$ cat src/rtl/alu_op_sequencer_if.sv
// Request/response and ALU-control bundle between the CPU/microcode layer,
// the alu_op_sequencer and the shared external 16-bit Hack ALU.
interface alu_op_sequencer_if #(
    parameter int WIDTH = 16
);
    logic             req_valid;
    logic             req_ready;
    logic [1:0]       req_op;
    logic [WIDTH-1:0] req_a;
    logic [WIDTH-1:0] req_b;

    logic             rsp_valid;
    logic             rsp_ready;
    logic [WIDTH-1:0] rsp_result;
    logic             rsp_zr;
    logic             rsp_ng;

    logic [WIDTH-1:0] alu_x;
    logic [WIDTH-1:0] alu_y;
    logic             alu_zx, alu_nx, alu_zy, alu_ny, alu_f, alu_no;
    logic [WIDTH-1:0] alu_out;
    logic             alu_zr;
    logic             alu_ng;

    // sequencer side
    modport slave (
        input  req_valid, req_op, req_a, req_b, rsp_ready, alu_out, alu_zr, alu_ng,
        output req_ready, rsp_valid, rsp_result, rsp_zr, rsp_ng,
        output alu_x, alu_y, alu_zx, alu_nx, alu_zy, alu_ny, alu_f, alu_no
    );

    // requester/ALU side
    modport master (
        output req_valid, req_op, req_a, req_b, rsp_ready, alu_out, alu_zr, alu_ng,
        input  req_ready, rsp_valid, rsp_result, rsp_zr, rsp_ng,
        input  alu_x, alu_y, alu_zx, alu_nx, alu_zy, alu_ny, alu_f, alu_no
    );
endinterface

$ cat src/rtl/alu_op_sequencer.sv
// Front end sharing one Hack ALU for ADD/SUB/AND (1 cycle) and shift-add MUL.
// Optional macro ALU_SEQ_MUL_EARLY_EXIT_EN: MUL stops once the multiplier runs out of set bits.
module alu_op_sequencer #(
    parameter int WIDTH = 16,
    parameter int CNT_W = 5
) (
    input  logic              clk,
    input  logic              reset,
    alu_op_sequencer_if.slave bus
);
    typedef enum logic [1:0] {S_IDLE, S_EXEC, S_MUL, S_RESP} state_t;

    localparam logic [1:0] OP_ADD = 2'b00;
    localparam logic [1:0] OP_SUB = 2'b01;
    localparam logic [1:0] OP_AND = 2'b10;
    localparam logic [1:0] OP_MUL = 2'b11;
    localparam logic [CNT_W-1:0] LAST_ITER = CNT_W'(WIDTH - 1);

    state_t           r_state, w_next;
    logic [1:0]       r_op;
    logic [WIDTH-1:0] r_acc, r_mcand, r_mplier;
    logic [CNT_W-1:0] r_count;
    logic [WIDTH-1:0] r_result;
    logic             r_zr, r_ng;

    logic             w_mul_done;
    logic [5:0]       w_ctrl;
    logic [WIDTH-1:0] w_x, w_y;

`ifdef ALU_SEQ_MUL_EARLY_EXIT_EN
    // Remaining multiplier bits all zero means every later step adds nothing.
    assign w_mul_done = ((r_mplier >> 1) == '0) || (r_count == LAST_ITER);
`else
    assign w_mul_done = (r_count == LAST_ITER);
`endif

    always_ff @(posedge clk or posedge reset) begin
        if (reset) r_state <= S_IDLE;
        else       r_state <= w_next;
    end

    always_comb begin
        w_next = r_state;
        case (r_state)
            S_IDLE: if (bus.req_valid) w_next = (bus.req_op == OP_MUL) ? S_MUL : S_EXEC;
            S_EXEC: w_next = S_RESP;
            S_MUL:  if (w_mul_done) w_next = S_RESP;
            S_RESP: if (bus.rsp_ready) w_next = S_IDLE;
            default: w_next = S_IDLE;
        endcase
    end

    // ALU drive; control order is {zx,nx,zy,ny,f,no}
    always_comb begin
        w_x    = '0;
        w_y    = '0;
        w_ctrl = 6'b000000;
        case (r_state)
            S_EXEC: begin
                w_x = r_mcand;
                w_y = r_mplier;
                case (r_op)
                    OP_ADD:  w_ctrl = 6'b000010;
                    OP_SUB:  w_ctrl = 6'b010011;
                    OP_AND:  w_ctrl = 6'b000000;
                    default: w_ctrl = 6'b000000;
                endcase
            end
            S_MUL: begin
                // zeroing y when the multiplier bit is clear turns the add into a pass of acc
                w_x    = r_acc;
                w_y    = r_mcand;
                w_ctrl = {2'b00, ~r_mplier[0], 3'b010};
            end
            default: ;
        endcase
    end

    // Operands for EXEC share the mcand/mplier registers.
    always_ff @(posedge clk or posedge reset) begin
        if (reset) begin
            r_op     <= '0;
            r_acc    <= '0;
            r_mcand  <= '0;
            r_mplier <= '0;
            r_count  <= '0;
            r_result <= '0;
            r_zr     <= 1'b0;
            r_ng     <= 1'b0;
        end else begin
            case (r_state)
                S_IDLE: if (bus.req_valid) begin
                    r_op     <= bus.req_op;
                    r_acc    <= '0;
                    r_mcand  <= bus.req_a;
                    r_mplier <= bus.req_b;
                    r_count  <= '0;
                end
                S_EXEC: begin
                    r_result <= bus.alu_out;
                    r_zr     <= bus.alu_zr;
                    r_ng     <= bus.alu_ng;
                end
                S_MUL: begin
                    r_acc    <= bus.alu_out;
                    r_mcand  <= r_mcand << 1;
                    r_mplier <= r_mplier >> 1;
                    r_count  <= r_count + 1'b1;
                    if (w_mul_done) begin
                        r_result <= bus.alu_out;
                        r_zr     <= bus.alu_zr;
                        r_ng     <= bus.alu_ng;
                    end
                end
                default: ;
            endcase
        end
    end

    assign bus.req_ready  = (r_state == S_IDLE);
    assign bus.rsp_valid  = (r_state == S_RESP);
    assign bus.rsp_result = r_result;
    assign bus.rsp_zr     = r_zr;
    assign bus.rsp_ng     = r_ng;
    assign bus.alu_x      = w_x;
    assign bus.alu_y      = w_y;
    assign {bus.alu_zx, bus.alu_nx, bus.alu_zy, bus.alu_ny, bus.alu_f, bus.alu_no} = w_ctrl;
endmodule

$ cat src/flat_wrapper.sv
// flat-port wrapper written by rule: the top's interface ports become plain ports
module alu_op_sequencer_flat 
#(
    parameter int WIDTH = 16,
    parameter int CNT_W = 5
)
  (clk, reset, bus_req_valid, bus_req_op, bus_req_a, bus_req_b, bus_rsp_ready, bus_alu_out, bus_alu_zr, bus_alu_ng, bus_req_ready, bus_rsp_valid, bus_rsp_result, bus_rsp_zr, bus_rsp_ng, bus_alu_x, bus_alu_y, bus_alu_zx, bus_alu_nx, bus_alu_zy, bus_alu_ny, bus_alu_f, bus_alu_no);
  alu_op_sequencer_if #(.WIDTH(WIDTH)) bus_i ();
  input  logic clk;
  input  logic reset;
  input wire logic [$bits(bus_i.req_valid)-1:0] bus_req_valid;
  input wire logic [$bits(bus_i.req_op)-1:0] bus_req_op;
  input wire logic [$bits(bus_i.req_a)-1:0] bus_req_a;
  input wire logic [$bits(bus_i.req_b)-1:0] bus_req_b;
  input wire logic [$bits(bus_i.rsp_ready)-1:0] bus_rsp_ready;
  input wire logic [$bits(bus_i.alu_out)-1:0] bus_alu_out;
  input wire logic [$bits(bus_i.alu_zr)-1:0] bus_alu_zr;
  input wire logic [$bits(bus_i.alu_ng)-1:0] bus_alu_ng;
  output wire logic [$bits(bus_i.req_ready)-1:0] bus_req_ready;
  output wire logic [$bits(bus_i.rsp_valid)-1:0] bus_rsp_valid;
  output wire logic [$bits(bus_i.rsp_result)-1:0] bus_rsp_result;
  output wire logic [$bits(bus_i.rsp_zr)-1:0] bus_rsp_zr;
  output wire logic [$bits(bus_i.rsp_ng)-1:0] bus_rsp_ng;
  output wire logic [$bits(bus_i.alu_x)-1:0] bus_alu_x;
  output wire logic [$bits(bus_i.alu_y)-1:0] bus_alu_y;
  output wire logic [$bits(bus_i.alu_zx)-1:0] bus_alu_zx;
  output wire logic [$bits(bus_i.alu_nx)-1:0] bus_alu_nx;
  output wire logic [$bits(bus_i.alu_zy)-1:0] bus_alu_zy;
  output wire logic [$bits(bus_i.alu_ny)-1:0] bus_alu_ny;
  output wire logic [$bits(bus_i.alu_f)-1:0] bus_alu_f;
  output wire logic [$bits(bus_i.alu_no)-1:0] bus_alu_no;
  assign bus_i.req_valid = bus_req_valid;
  assign bus_i.req_op = bus_req_op;
  assign bus_i.req_a = bus_req_a;
  assign bus_i.req_b = bus_req_b;
  assign bus_i.rsp_ready = bus_rsp_ready;
  assign bus_i.alu_out = bus_alu_out;
  assign bus_i.alu_zr = bus_alu_zr;
  assign bus_i.alu_ng = bus_alu_ng;
  assign bus_req_ready = bus_i.req_ready;
  assign bus_rsp_valid = bus_i.rsp_valid;
  assign bus_rsp_result = bus_i.rsp_result;
  assign bus_rsp_zr = bus_i.rsp_zr;
  assign bus_rsp_ng = bus_i.rsp_ng;
  assign bus_alu_x = bus_i.alu_x;
  assign bus_alu_y = bus_i.alu_y;
  assign bus_alu_zx = bus_i.alu_zx;
  assign bus_alu_nx = bus_i.alu_nx;
  assign bus_alu_zy = bus_i.alu_zy;
  assign bus_alu_ny = bus_i.alu_ny;
  assign bus_alu_f = bus_i.alu_f;
  assign bus_alu_no = bus_i.alu_no;
  alu_op_sequencer #(.WIDTH(WIDTH), .CNT_W(CNT_W)) u_core (.clk(clk), .reset(reset), .bus(bus_i));
endmodule
$ cat config.mk
export PLATFORM = sky130hd
export DESIGN_NAME = alu_op_sequencer_flat
export DESIGN_NICKNAME = d
export VERILOG_FILES = /design/src/rtl/alu_op_sequencer_if.sv /design/src/rtl/alu_op_sequencer.sv /design/src/flat_wrapper.sv
export SDC_FILE = /design/constraint.sdc
export NUM_CORES = 1
export LEC_CHECK = 0
export CAP_MARGIN = 20
export CELL_PAD_IN_SITES_DETAIL_PLACEMENT = 1
export CELL_PAD_IN_SITES_GLOBAL_PLACEMENT = 2
export CORE_AREA = 8 8 123 125
export CTS_CLUSTER_DIAMETER = 30
export DETAILED_ROUTE_END_ITERATION = 8
export DIE_AREA = 0 0 131 133
export GPL_ROUTABILITY_DRIVEN = 0
export PLACE_DENSITY = 0.9
export SYNTH_ARGS = -nofsm -noshare
export SYNTH_HDL_FRONTEND = slang
export SYNTH_SLANG_ARGS = --single-unit
$ cat constraint.sdc
create_clock -name clk -period 2.7 [get_ports clk]
set_input_delay 0.405 -clock clk [delete_from_list [all_inputs] [get_ports clk]]
set_output_delay 0.405 -clock clk [all_outputs]
set_load 0.02 [all_outputs]
======== Yosys cells after proc, flatten, opt, wreduce, memory -nomap -nowiden ========
Cells that the tools add are included.
storage, ports and cells
  register bits ........................... 75
  input bits .............................. 56
  output and inout port bits .............. 58
operators by class
  add/subtract/negate cells ............... 1
  equal/unequal tests ..................... 9
  muxes and demuxes ....................... 23
  bitwise gates (word level) .............. 1
  reductions and logical operators ........ 8
operators with widths
  operator                                             count
  case mux 16 bit (2 select lines)                     6
  2-to-1 mux 16 bit                                    4
  case mux 5 bit (2 select lines)                      2
  case mux 6 bit (2 select lines)                      1
  2-to-1 mux 2 bit                                     4
  case mux 2 bit (4 select lines)                      1
  equality test 2 bit, second input constant           3
  AND reduction 2 bit                                  3
  adder 5 x 1 -> 5 bit, second input constant          1
  equality test 5 x 4 -> 1 bit, second input constant  1
  2-to-1 mux 5 bit                                     1
  equality test 2 x 1 -> 1 bit, second input constant  2
  zero test 2 bit                                      2
  != test 2 bit, second input constant                 2
  case mux 1 bit (2 select lines)                      2
  nonzero test 2 bit                                   2
  AND reduction 3 bit                                  1
  2-to-1 mux 1 bit                                     2
  != test 2 x 1 -> 1 bit, second input constant        1
  NOT 1 bit                                            1

======== Depth between registers and ports, before layout ========
Gate-level depths: netlist (run 1).
  depth in word-level cells ............... 4
  gate-level depth with buffers ........... 7

======== Worst setup path before layout (run 1) ========
No wires, ideal clock.
  path kind ............................... register to output
  start point ............................. reg u_core.r_state[1]
  end point ............................... out bus_alu_x[13]
  data arrival time ....................... 1.573 ns
  setup slack ............................. 0.722 ns
  stages on the path, launching flop included .. 7
  path buffers ............................ 2
  cells stage by stage .................... dfrtp_1 > inv_1 > ha_1 > clkbuf_1 > buf_1 > a22oi_1 > nor2_1
on the way
  cells in the longest elaborated chain, start to end .. 2
  elaborated cells between the ends (all ways) .. 3
  those cells by class .................... 2 x eq/ne; 1 x mux
RTL lines
  what                                                                        line                    RTL
  start: declaration                                                          alu_op_sequencer.sv:19  state_t r_state, w_next;
  start signal: assignment                                                    alu_op_sequencer.sv:39  else r_state <= w_next;
  equality test 2 bit / equality test 2 x 1 -> 1 bit (equally long branches)  alu_op_sequencer.sv:58  case (r_state)
  case mux 16 bit (2 select lines) *                                          alu_op_sequencer.sv:58
  end: declaration                                                            flat_wrapper.sv:24      output wire logic [$bits(bus_i.alu_x)-1:0] bus_alu_x;
Mark *: on every way between the ends. The rest lies on a longest branch, timed or not.

======== Worst setup path in the final report (run 1) ========
  start point ............................. reg u_core.r_state[0]
  end point ............................... out bus_alu_zy
on the way
  cells in the longest elaborated chain, start to end .. 2
  elaborated cells between the ends (all ways) .. 3
  those cells by class .................... 2 x eq/ne; 1 x mux
RTL lines
  what                                                                        line                    RTL
  equality test 2 bit / equality test 2 x 1 -> 1 bit (equally long branches)  alu_op_sequencer.sv:58
  case mux 6 bit (2 select lines) *                                           alu_op_sequencer.sv:58
  end: declaration                                                            flat_wrapper.sv:28      output wire logic [$bits(bus_i.alu_zy)-1:0] bus_alu_zy;
Marked as above.

==> results of run 1 <==
metrics by stage:
| step | total power (W) | setup WS (ns) |
|---|---|---|
| 2_1_floorplan | 0.00443 | 0.385 |
| 3_3_place_gp | 0.00593 | 0.338 |
| 3_5_place_dp | 0.00605 | 0.316 |
| 4_1_cts | 0.00727 | 0.00106 |
| 5_1_grt | 0.00761 | 0.0293 |
| 6_report | 0.00715 | 0.109 |
routing by layer:
layer | global-route usage | up-vias
li1 | - | 1459
met1 | 0.179 | 1576
met2 | 0.215 | 84
met3 | 0.0534 | 9
met4 | 0.0370 | 0
met5 | 0 | -
Yosys cell counts (all sizes together):
cell type,number
a21oi,1
a22o,17
a22oi,33
a31oi,2
and2,1
and3,2
buf,21
clkbuf,8
clkinv,1
conb,1
dfrtp,75
ha,7
inv,6
mux2,21
mux2i,33
nand2,37
nand2b,1
nand3,2
nor2,36
nor2b,6
o21ai,37
o221a,1
o41ai,1
final cells by class:
cell class	instances	area, sq um
fillers	1435	7620
flip-flops and latches	75	1880
multi-input cells	240	1710
repair buffers	130	1340
clock buffers	14	254
well taps	176	220
clock inverters	2	35.0
inverters	7	27.5
sequential cells by signal (all words and copies together), names as in the netlist:
register               flops
u_core.r_acc              16
u_core.r_count             5
u_core.r_mplier           16
u_core.r_mcand            16
u_core.bus.rsp_ng          1
u_core.bus.rsp_result     16
u_core.bus.rsp_zr          1
u_core.r_op                2
u_core.r_state             2
how the worst max path moves through the flow:
| stage | end |
|---|---|
| 4_1_cts | bus_alu_x[5] |
| 3_5_place_dp | bus_alu_no |
| 6_report | bus_alu_zy |
| 2_1_floorplan | u_core.bus.rsp_ng |
| 5_1_grt | bus_alu_f |
| 3_3_place_gp | bus_alu_nx |
where the power goes:
group	switching, W	internal [W]	total (W)
sequential	0.000444	0.00166	0.00210
clock	0.000458	0.000741	0.00120
combinational	0.00208	0.00177	0.00385
total	0.00298	0.00417	0.00715
cells by family (layout without fill, tap and decap cells):
group / after synthesis / in the layout / synth area share
compound gates: 92 / 92 / 0.165
fa+ha+maj: 7 / 7 / 0.0233
buf+inv: 36 / 153 / 0.0508
flops: 75 / 75 / 0.499
mux: 54 / 54 / 0.167
other cells: 1 / 2 / 0.000996
simple gates: 85 / 85 / 0.0947
repair_timing:
| action | 4_1_cts | 5_1_grt |
|---|---|---|
| setup endpoints to repair | 24 | 22 |
| resized for setup | 13 | 22 |
| buffers inserted | 4 | 0 |
| pin swaps | 1 | 0 |
==> results.sh, run 1 <==
export IMPL_die_w_microns=131
export IMPL_die_area_sq_um=17400
export IMPL_r2r_end="u_core.bus.rsp_result[10]"
export IMPL_numCtsBuffers=9
export IMPL_ant_nets=0
export IMPL_cp_num_cells=5
export IMPL_wl_met1_mm=5.53
export IMPL_cp_slowest_cell="clkdlybuf4s50_1"
export IMPL_cts_root_buffer="clkbuf_16"
export IMPL_place_port_buffers=111
export IMPL_die_h_microns=133
export IMPL_rr_worst_depth=7
export IMPL_synth_seq_cells=75
export IMPL_path_buf_inv=3
export IMPL_slew_violations=0
export IMPL_final_util=0.418
export IMPL_endpoint_kind="output pin"
export IMPL_final_cell_mix="clkdlybuf4s50_1 (76), dfrtp_1 (75), nand2_1 (37), o21ai_0 (37), nor2_1 (35)"
export IMPL_via_count=3128
export IMPL_initialDrtViolationCount=153
export IMPL_slew_headroom=0.597
export IMPL_final_hold_viol_count=0
export IMPL_synth_cell_types=32
export IMPL_wl_per_cell_microns=18.9
export IMPL_rr_startpoint="u_core.r_state[0]"
export IMPL_core_area_sq_um=13100
export IMPL_fp_row_count=42
export IMPL_nets=526
export IMPL_hold_path_class="primary input to asynchronous set/reset pin"
export IMPL_synthDominantCellAreaShare=0.499
export IMPL_vias_per_cell=4.86
export IMPL_required_ns=2.30
export IMPL_synth_area_sq_um=3760
export IMPL_antenna_found_initial=0
export IMPL_startpoint_type="register"
export IMPL_drv_cap=0
export IMPL_met2_length_mm=5.62
export IMPL_holdWs_ns=0.443
export IMPL_timing_final_crit_share=0.960
export IMPL_rsz0062_at_grt="false"
export IMPL_tns_ns=0
export IMPL_hpwl_mm=8.94
export IMPL_drive_gt1_frac=0.124
export IMPL_power_leakage_nw=2.71
export IMPL_worstSetupStartpoint="u_core.r_state[0]"
export IMPL_clkLatencyLatePin_ns=0.33
export IMPL_crit_fanout=11
export IMPL_io_pin_count=114
export IMPL_cts_path_max_buffers=2
export IMPL_htree_levels=3
export IMPL_grtUsageTotal=0.140
export IMPL_grt_max_degree=48
export IMPL_synthCells=350
export IMPL_critPathMostFrequentCell="inv_1"
export IMPL_fin_crit_ns=2.59
export IMPL_path_cells="inv_1 -> ha_4 -> inv_1 -> nor2_1 -> clkdlybuf4s50_1"
export IMPL_layout_commonest_cell="clkdlybuf4s50_1"
export IMPL_arrival_ns=2.19
export IMPL_setup_viol=0
export IMPL_worst_clock_skew_ns=0.00479
export IMPL_fin_cells=644
export IMPL_r2r_setup_slack_ns=0.40
export IMPL_grt_pass1_vias=3454
export IMPL_max_freq_mhz=386
export IMPL_synth_seq_area_share=0.499
export IMPL_cts_clk_slew_worst_paths_ns=0.06
export IMPL_cts_tree="built"
export IMPL_cpPeakStageDelay_ns=0.64
export IMPL_syn2layout_area_growth_pct=45.3
export IMPL_yosysTopAreaCell="dfrtp_1"
export IMPL_crit_type="register to output pin"
export IMPL_hold_buffers=0
export IMPL_avgSynthCellArea_sq_um=10.8
export IMPL_cts_sinks=75
export IMPL_placedCellCount=624
export IMPL_fin_area_sq_um=5470
export IMPL_drc_errors=0
export IMPL_yosysWarnings=0
export IMPL_antenna_cells=0
export IMPL_grt_ovfl_total=0
export IMPL_drt_wl_total_mm=12.2
export IMPL_placed_area_sq_um=5110
export IMPL_tightest_slew_ns=0.604
export IMPL_dr_pass1_iters=4
export IMPL_path_delay_family="buffers and inverters"
export IMPL_netlist_top_cells_area="dfrtp_1 (50%), mux2i_1 (8.2%), a22oi_1 (6.6%)"
export IMPL_met3WireLength_microns=922
export IMPL_vdd_ir_drop_max_v=0.000469
export IMPL_p_per_area_nw_per_um2=1310
export IMPL_start_util=0.288
export IMPL_status="completed"
export IMPL_top_layer_used="met4"
export IMPL_grt_pass1_wl_mm=19.0
Note: power is estimated with default switching activity, not from simulation.
==> run 2: changes to the inputs <==
- ABC_AREA: unset -> 1
- CORE_AREA: 8 8 123 125 -> 8 8 132 134
- DIE_AREA: 0 0 131 133 -> 0 0 140 142
==> run 2 against run 1 <==
  * Total power decreased by 4.0%
  * Non-clock buffer count decreased by 10
  * Worst setup slack improved by 0.048 ns
  * Largest power group unchanged
  * Critical path type unchanged
  * Cell count increased by 26%
==> results.sh, run 2 <==
export IMPL_status="completed"
export IMPL_synth_area_sq_um=4050
export IMPL_wl_per_cell_microns=16.3
export IMPL_power_leakage_nw=2.72
export IMPL_die_area_sq_um=19900
export IMPL_synth_flop_cell="dfrtp_1"
export IMPL_initialDrtViolationCount=178
export IMPL_place_port_buffers=111
export IMPL_rsz0062_at_grt="false"
export IMPL_synth_seq_area_share=0.463
export IMPL_synth_edff_count=0
export IMPL_ant_nets=0
export IMPL_grt_pass1_vias=4063
export IMPL_fin_crit_ns=2.54
export IMPL_yosys_top_cells_count="nand2_1 (213), dfrtp_1 (75), inv_1 (46)"
export IMPL_crit_type="register to output pin"
export IMPL_drc_errors=0
export IMPL_crit_fanout=14
export IMPL_path_delay_family="buffers and inverters"
export IMPL_avgSynthCellArea_sq_um=7.88
export IMPL_nets=678
export IMPL_grt_ovfl_total=0
export IMPL_synth_seq_cells=75
export IMPL_cp_slowest_cell="clkdlybuf4s50_1"
export IMPL_die_h_microns=142
export IMPL_grtUsageTotal=0.138
export IMPL_arrival_ns=2.14
export IMPL_dr_pass1_iters=4
export IMPL_tns_ns=0
export IMPL_path_cells="inv_1 -> ha_2 -> buf_4 -> inv_4 -> nor2_1 -> clkdlybuf4s50_1"
export IMPL_synth_cell_types=30
export IMPL_drive_gt1_frac=0.116
export IMPL_timing_final_crit_share=0.942
export IMPL_start_util=0.263
export IMPL_netlist_top_cells_area="dfrtp_1 (46%), nand2_1 (20%), o21ai_2 (5.0%)"
export IMPL_p_per_area_nw_per_um2=1240
export IMPL_yosysWarnings=0
export IMPL_cts_path_max_buffers=2
export IMPL_endpoint_kind="output pin"
export IMPL_slew_headroom=0.352
export IMPL_die_w_microns=140
export IMPL_max_freq_mhz=393
export IMPL_vdd_ir_drop_max_v=0.000487
export IMPL_htree_levels=3
export IMPL_path_buf_inv=4
export IMPL_synthDominantCellAreaShare=0.463
export IMPL_fp_row_count=46
export IMPL_power_w=0.00686
export IMPL_rr_startpoint="u_core.r_state[0]"
export IMPL_clkLatencyLatePin_ns=0.33
export IMPL_vias_per_cell=4.51
export IMPL_cts_root_buffer="clkbuf_16"
export IMPL_slew_violations=0
export IMPL_antenna_cells=0
export IMPL_cpPeakStageDelay_ns=0.63
export IMPL_cts_clk_slew_worst_paths_ns=0.06
export IMPL_core_area_sq_um=15400
export IMPL_drv_cap=0
export IMPL_antenna_found_initial=0
export IMPL_hold_buffers=0
export IMPL_required_ns=2.30
export IMPL_synthArstFlopShare=1.00
export IMPL_hpwl_mm=9.85
export IMPL_synthCells=514
export IMPL_syn2layout_area_growth_pct=36.6
export IMPL_final_hold_viol_count=0
export IMPL_via_count=3665
export IMPL_yosysTopAreaCell="dfrtp_1"
export IMPL_r2r_setup_slack_ns=0.47
export IMPL_io_pin_count=114
export IMPL_worst_clock_skew_ns=0.00577
export IMPL_drt_wl_total_mm=13.2
export IMPL_final_cell_mix="nand2_1 (213), clkdlybuf4s50_1 (76), dfrtp_1 (75)"
export IMPL_r2r_end="u_core.bus.rsp_result[10]"
export IMPL_rr_worst_depth=7
export IMPL_tightest_slew_ns=0.968
export IMPL_setup_viol=0
export IMPL_cts_setup_buffers=0
export IMPL_grt_max_degree=52
export IMPL_layout_commonest_cell="nand2_1"
export IMPL_hold_path_class="primary input to asynchronous set/reset pin"
export IMPL_cts_sinks=75
export IMPL_yosysMostFrequentCell="nand2_1"
export IMPL_numCtsBuffers=9
export IMPL_cts_tree="built"
export IMPL_startpoint_type="register"
export IMPL_grt_pass1_wl_mm=21.7
run 2: area by class of cell:
type / instances / area (sq um)
clock inverters: 4 / 73.8
flip-flops and latches: 75 / 1880
clock buffers: 12 / 246
repair buffers: 120 / 1160
multi-input cells: 359 / 1740
inverters: 50 / 199
well taps: 192 / 240
fillers: 1914 / 9890
run 2: worst register-to-register path: cells and delay by family (launching register included):
family                   cells  cell delay (ns)
AO/OA/AOI/OAI                2             0.84
AND/OR/NAND/NOR              1             0.18
adder cells (fa/ha/maj)      1             0.20
buffers and inverters        3             0.52
flip-flops                   1             0.41
run 2: worst max-delay path by stage:
stage                        end         startpoint  cells past startpoint  slack, ns
2_1_floorplan  u_core.bus.rsp_ng              reset                      1       0.39
3_3_place_gp        bus_alu_x[1]  u_core.r_state[0]                      6       0.32
3_5_place_dp        bus_alu_x[0]  u_core.r_state[0]                      6       0.23
4_1_cts               bus_alu_nx  u_core.r_state[1]                      5      0.002
5_1_grt            bus_alu_x[15]  u_core.r_state[0]                      6      0.008
6_report              bus_alu_zy  u_core.r_state[0]                      6       0.16
run 2: logic make-up (layout without fill, tap and decap cells):
logic type / Yosys count / in the layout / share of synthesized area
adder cells (fa/ha/maj): 7 / 7 / 0.0216
AO/OA/AOI/OAI: 104 / 104 / 0.154
AND/OR/NAND/NOR: 245 / 245 / 0.247
buffers and inverters: 81 / 186 / 0.111
multiplexers: 1 / 1 / 0.00278
flip-flops: 75 / 75 / 0.463
other: 1 / 2 / 0.000926
run 2: timing repair:
action                                  4_1_cts  5_1_grt
pin swaps                                     0        0
endpoints found under the setup margin       35        1
resized for setup                            34        4
run 2: metrics by stage:
step | area (sq um) | instances | util | worst slack (ns) | hold WS (ns)
final | 5540 | 812 | 0.359 | 0.158 | 0.445
after global routing | 5540 | 812 | 0.359 | 0.00772 | 0.482
after CTS | 5530 | 812 | 0.359 | 0.00240 | 0.458
after detailed placement | 5250 | 796 | 0.341 | 0.232 | 0.473
after global placement | 5250 | 796 | 0.341 | 0.316 | 0.466
after floorplan | 4060 | 515 | - | 0.385 | 0.453
run 2: where the power goes:
part | leakage (nW) | internal (W) | total, W | switching (W)
sequential | 0.941 | 0.00164 | 0.00199 | 0.000351
combinational | 1.63 | 0.00125 | 0.00357 | 0.00232
clock | 0.157 | 0.000835 | 0.00130 | 0.000462
run 2: per-layer routing:
metal	GRT usage	share of wire	vias to the layer above
met2	0.231	0.48	73
met4	0.0411	0.011	0
met1	0.170	0.46	1780
met3	0.0359	0.048	15
met5	0	0	-
li1	-	-	1797
